File: config.mk
export PLATFORM = sky130hd
export DESIGN_NAME = reg_index_encoder
export DESIGN_NICKNAME = d
export VERILOG_FILES = /design/src/rtl/reg_index_encoder.sv
export SDC_FILE = /design/constraint.sdc
export NUM_CORES = 1
export LEC_CHECK = 0
export BUFFER_PORTS_ARGS = -buffer_cell sky130_fd_sc_hd__buf_2
export CAP_MARGIN = 10
export CORE_ASPECT_RATIO = 1.1
export CORE_MARGIN = 3
export CORE_UTILIZATION = 43
export DETAILED_ROUTE_END_ITERATION = 10
export PLACE_DENSITY = 0.68
export SLEW_MARGIN = 20
export SYNTH_ARGS = -nofsm -noshare
export SYNTH_HDL_FRONTEND = slang
export SYNTH_SLANG_ARGS = --single-unit
File: constraint.sdc
create_clock -name clock -period 5.6 [get_ports clock]
set_input_delay 1.12 -clock clock [delete_from_list [all_inputs] [get_ports clock]]
set_output_delay 1.12 -clock clock [all_outputs]
set_load 0.03 [all_outputs]
File: src/rtl/reg_index_encoder.sv
// Serialising register-bitmap encoder: emits the index of each set mask bit,
// lowest first, one per out handshake. Inverse of the 5-to-32 select decoder.
module reg_index_encoder #(
  parameter int WIDTH    = 32,
  parameter int SEL_BITS = 5,
  parameter int CNT_BITS = 6
) (
  input  logic                clock,
  input  logic                reset,
  input  logic                flush,
  input  logic                load_valid,
  output logic                load_ready,
  input  logic [WIDTH-1:0]    load_mask,
  output logic                out_valid,
  input  logic                out_ready,
  output logic [SEL_BITS-1:0] out_select,
  output logic                out_last,
  output logic [CNT_BITS-1:0] remaining,
  output logic                busy
);

  localparam logic [0:0] ST_IDLE = 1'b0;
  localparam logic [0:0] ST_EMIT = 1'b1;

  logic [0:0]          state_reg, state_next;
  logic [WIDTH-1:0]    pending_reg, pending_next;
  logic [WIDTH-1:0]    lowest;
  logic [SEL_BITS-1:0] sel_enc;
  logic [CNT_BITS-1:0] pop_cnt;
  logic                single_bit;
  logic                emit;

  // Isolate the lowest set bit; the encoder below only ever sees a one-hot value.
  assign lowest     = pending_reg & (~pending_reg + WIDTH'(1));
  assign single_bit = (pending_reg != '0) &&
                      ((pending_reg & (pending_reg - WIDTH'(1))) == '0);

  // Each select bit is the OR of the one-hot positions whose index has that bit set.
  generate
    for (genvar gi = 0; gi < SEL_BITS; gi++) begin : g_enc
      logic [WIDTH-1:0] col;
      for (genvar gj = 0; gj < WIDTH; gj++) begin : g_col
        assign col[gj] = 1'((gj >> gi) & 1);
      end
      assign sel_enc[gi] = |(lowest & col);
    end
  endgenerate

  always_comb begin
    pop_cnt = '0;
    for (int i = 0; i < WIDTH; i++) begin
      pop_cnt = pop_cnt + CNT_BITS'(pending_reg[i]);
    end
  end

  always_comb begin
    state_next   = state_reg;
    pending_next = pending_reg;
    if (flush) begin
      state_next   = ST_IDLE;
      pending_next = '0;
    end else begin
      case (state_reg)
        ST_IDLE: begin
          // An all-zero mask is accepted and dropped without entering EMIT.
          if (load_valid && (load_mask != '0)) begin
            pending_next = load_mask;
            state_next   = ST_EMIT;
          end
        end
        ST_EMIT: begin
          if (out_ready) begin
            pending_next = pending_reg & ~lowest;
            if (single_bit) begin
              state_next = ST_IDLE;
            end
          end
        end
        default: begin
          state_next   = ST_IDLE;
          pending_next = '0;
        end
      endcase
    end
  end

  always_ff @(posedge clock) begin
    if (reset) begin
      state_reg   <= ST_IDLE;
      pending_reg <= '0;
    end else begin
      state_reg   <= state_next;
      pending_reg <= pending_next;
    end
  end

  // Outputs depend on registered state only, so they hold steady through stalls.
  assign emit       = (state_reg == ST_EMIT);
  assign load_ready = !emit;
  assign busy       = emit;
  assign out_valid  = emit;
  assign out_select = emit ? sel_enc : '0;
  assign out_last   = emit && single_bit;
  assign remaining  = emit ? pop_cnt : '0;

endmodule

==> results.ini <==
[sta]
fin_crit_sh_pct = 110
fin_hold_ws_ns = 0.600
clock.fmax_mhz = 163
maxSlewViolCount = 0
setup_slack_ns = -0.547
fin_skew_ns = 0.0108
setup_violations = 5
maxSlewHeadroom_pct = 24.8
grt_setup_unrepaired = yes
layout_min_cycle_time_ns = 6.15
tightest_slew_ns = 1.12
hold_violations = 0

[finish]
design_area_um2 = 4260
drive_gt1_share_pct = 29.0
fillers = 748
antenna_cells = 0
largest_register_ffs = 32
nNetsFinal = 601
syn2layout_area_growth_pct = 23.1

[cts]
ctsHtreeMaxLevel = 2
clk_path_buf_depth = 2
cts_tree = done
cts-buffers-inserted = 5
clkSinkCount = 33
cts.clk_slew.worst_paths_ns = 0.08
clock-root-buffer = clkbuf_8
clock_latency_ns = 0.29

[global_route]
grt_max_degree = 34
grt.overflow.total = 0
first_global_vias = 3895
track_usage_pct = 30.1
antenna_found_initial = 0
grt_pass1_wl_um = 21400

[pwr]
intPower_mw = 0.512
p_sw_share_pct = 41.0
clockPowerShare_pct = 20.4
switching_power_mw = 0.356
p_leak_nw = 1.83
power_density_nw_per_um2 = 204
pwr-share-seq_pct = 29.1
ir_drop_uv = 154
p_comb_share_pct = 50.5

[placement]
portBuffers = 51
post-place-ws_ns = -0.334
gp_congestion = 0.987
dp_hpwl_um = 10700
dpl_cell_area_um2 = 4000

[outcome]
status = finished, violations left
violations = negative setup slack

[logic_synthesis]
synth_enable_flop_cells = 0
ys_ff_latch = 33
synth-main-ff-cell = dfxtp_1
async_flop_share_pct = 0
avgSynthCellArea_um2 = 7.42
syn_inst = 466
yosys_warnings = 0
synth_area_um2 = 3460
ys_seq_area_share_pct = 19.1
yosysUniqueCellTypes = 58
synth_nets = 537

[critical_path]
critPathMaxFanout = 2
startpoint_type = flop
path_class = reg -> out
crit_start = pending_reg[21]
required_ns = 4.48
worst_ep_arrival_time_ns = 5.03
endpoint_kind = primary output
r2r_start = pending_reg[2]

[die]
start_util_pct = 45.3
fp.dieW_um = 91.5
fp.dieH_um = 100
core_um2 = 7640
num_io_pins = 52
rows = 33
die_area_um2 = 9160

[routing]
drc = 0
wl_per_cell_um = 21.5
vias = 4005
viasPerCell = 6.30
drtAntennaViolNets = 0
firstDrtPassIters = 5
wirelength_um = 13700
drt-initial-drc-count = 500

[worst_hold_path]
min_from = pending_reg[25]
min_path_type = reg -> reg

[job]
drv_cap = 0

[power by group through the flow]
| stage | Combinational [mW] | Clock [mW] | Sequential, mW |
|---|---|---|---|
| finish | 0.439 | 0.177 | 0.253 |
| global route | 0.477 | 0.190 | 0.253 |
| CTS | 0.399 | 0.181 | 0.252 |
| detailed placement | 0.351 | 0 | 0.257 |
| global placement | 0.351 | 0 | 0.257 |
| floorplan | 0.237 | 0 | 0.256 |
[layer usage]
layer,up-vias,routed length [um],track usage [%],share of wire [%]
li1,1813,-,-,-
met1,1889,5590,40.6,41
met2,269,6090,46.0,45
met3,34,1450,6.15,11
met4,0,550,14.5,4.0
met5,-,0,0,0
[critical path, cell delays in order (launching register included)]
cell and delay [ns]:
dfxtp_2 0.34, fa_1 0.56, inv_1 0.06, fa_2 0.55, fa_2 0.47, fa_1 0.52
fa_2 0.44, fa_1 0.50, inv_2 0.05, ha_4 0.15, fa_2 0.34, a21o_1 0.18
a21oi_2 0.17, xor2_2 0.19, nor2_4 0.06, buf_6 0.17
[metrics by stage]
stage | TNS, ns | total power [mW] | instances | utilization [%]
3_5_place_dp | -0.955 | 0.608 | 624 | 52.4
5_1_grt | -2.50 | 0.921 | 636 | 55.8
4_1_cts | -1.98 | 0.832 | 634 | 55.0
2_1_floorplan | -0.0142 | 0.493 | 466 | -
6_report | -2.05 | 0.868 | 636 | 55.8
3_3_place_gp | -0.409 | 0.608 | 624 | 52.4
[layout by cell type, fill, tap and decap left out, types with 4 or more instances in the layout]
| cell | Yosys | layout |
|---|---|---|
| o311ai_0 | 8 | 8 |
| o211ai_1 | 6 | 6 |
| o21ai_0 | 24 | 24 |
| inv_2 | 0 | 12 |
| or4_1 | 9 | 9 |
| fa_1 | 24 | 16 |
| buf_2 | 2 | 46 |
| dfxtp_1 | 33 | 22 |
| nor4_1 | 23 | 23 |
| o31a_1 | 5 | 5 |
| nand3_1 | 9 | 9 |
| inv_1 | 52 | 40 |
| nor2_1 | 25 | 23 |
| nand4_1 | 11 | 11 |
| buf_4 | 1 | 38 |
| clkbuf_8 | 0 | 5 |
| and2_1 | 8 | 8 |
| dfxtp_2 | 0 | 11 |
| nor3_1 | 16 | 15 |
| buf_6 | 2 | 7 |
| or3_1 | 4 | 4 |
| ha_1 | 10 | 8 |
| a21o_1 | 4 | 4 |
| a21oi_1 | 48 | 46 |
| a31oi_1 | 9 | 9 |
| nand2_1 | 47 | 47 |
| fa_2 | 0 | 8 |
[cells in the mapped netlist, drive strengths merged (4+ instances only)]
library cell / instances / area [um^2]
a21o: 4 / 30.0
a21oi: 48 / 240
a31oi: 9 / 56.3
and2: 9 / 56.3
buf: 10 / 58.8
clkbuf: 25 / 93.8
dfxtp: 33 / 661
fa: 24 / 480
ha: 10 / 125
inv: 52 / 195
nand2: 47 / 176
nand3: 9 / 45.0
nand4: 11 / 68.8
nor2: 25 / 93.8
nor2b: 5 / 31.3
nor3: 17 / 90.1
nor4: 26 / 181
o211ai: 6 / 45.0
o21ai: 24 / 120
o311ai: 8 / 70.1
o31a: 5 / 43.8
or3: 4 / 25.0
or4: 12 / 101
[worst paths after layout]
kind | cells after the start | end | slack (ns)
setup / recovery | 15 | remaining[4] | -0.55
hold / removal | 3 | pending_reg[25] | 0.60
hold reg to reg | 3 | pending_reg[25] | 0.60
setup reg to reg | 6 | busy | 2.36
[final cells by class]
class                   instances  area, um^2  area share, %
clock buffers                   6        72.6           1.70
clock inverters                 2        10.0          0.235
inverters                      52         195           4.58
multi-input cells             346        2560           60.1
flip-flops and latches         33         674           15.8
well taps                     105         131           3.08
repair buffers                 92         614           14.4
[cells by family (layout without fill, tap and decap cells)]
logic type               count (synthesis)  in the layout  share of synthesized area [%]
XOR/XNOR                                 2              2                          0.506
AO/OA/AOI/OAI                          133            133                           25.0
adder cells (fa/ha/maj)                 35             35                           17.8
AND/OR/NAND/NOR                        176            176                           27.5
flip-flops                              33             33                           19.1
buffers and inverters                   87            152                           10.1
[timing repair]
| item | in CTS | in global routing |
|---|---|---|
| setup buffers | 2 | 2 |
| hold buffers | 0 | 0 |
| gates resized for setup | 35 | 10 |
| cloned | 0 | 0 |
| setup endpoints to repair | 5 | 5 |
| pin swaps | 17 | 6 |
Note: power is estimated with default switching activity, not from simulation.
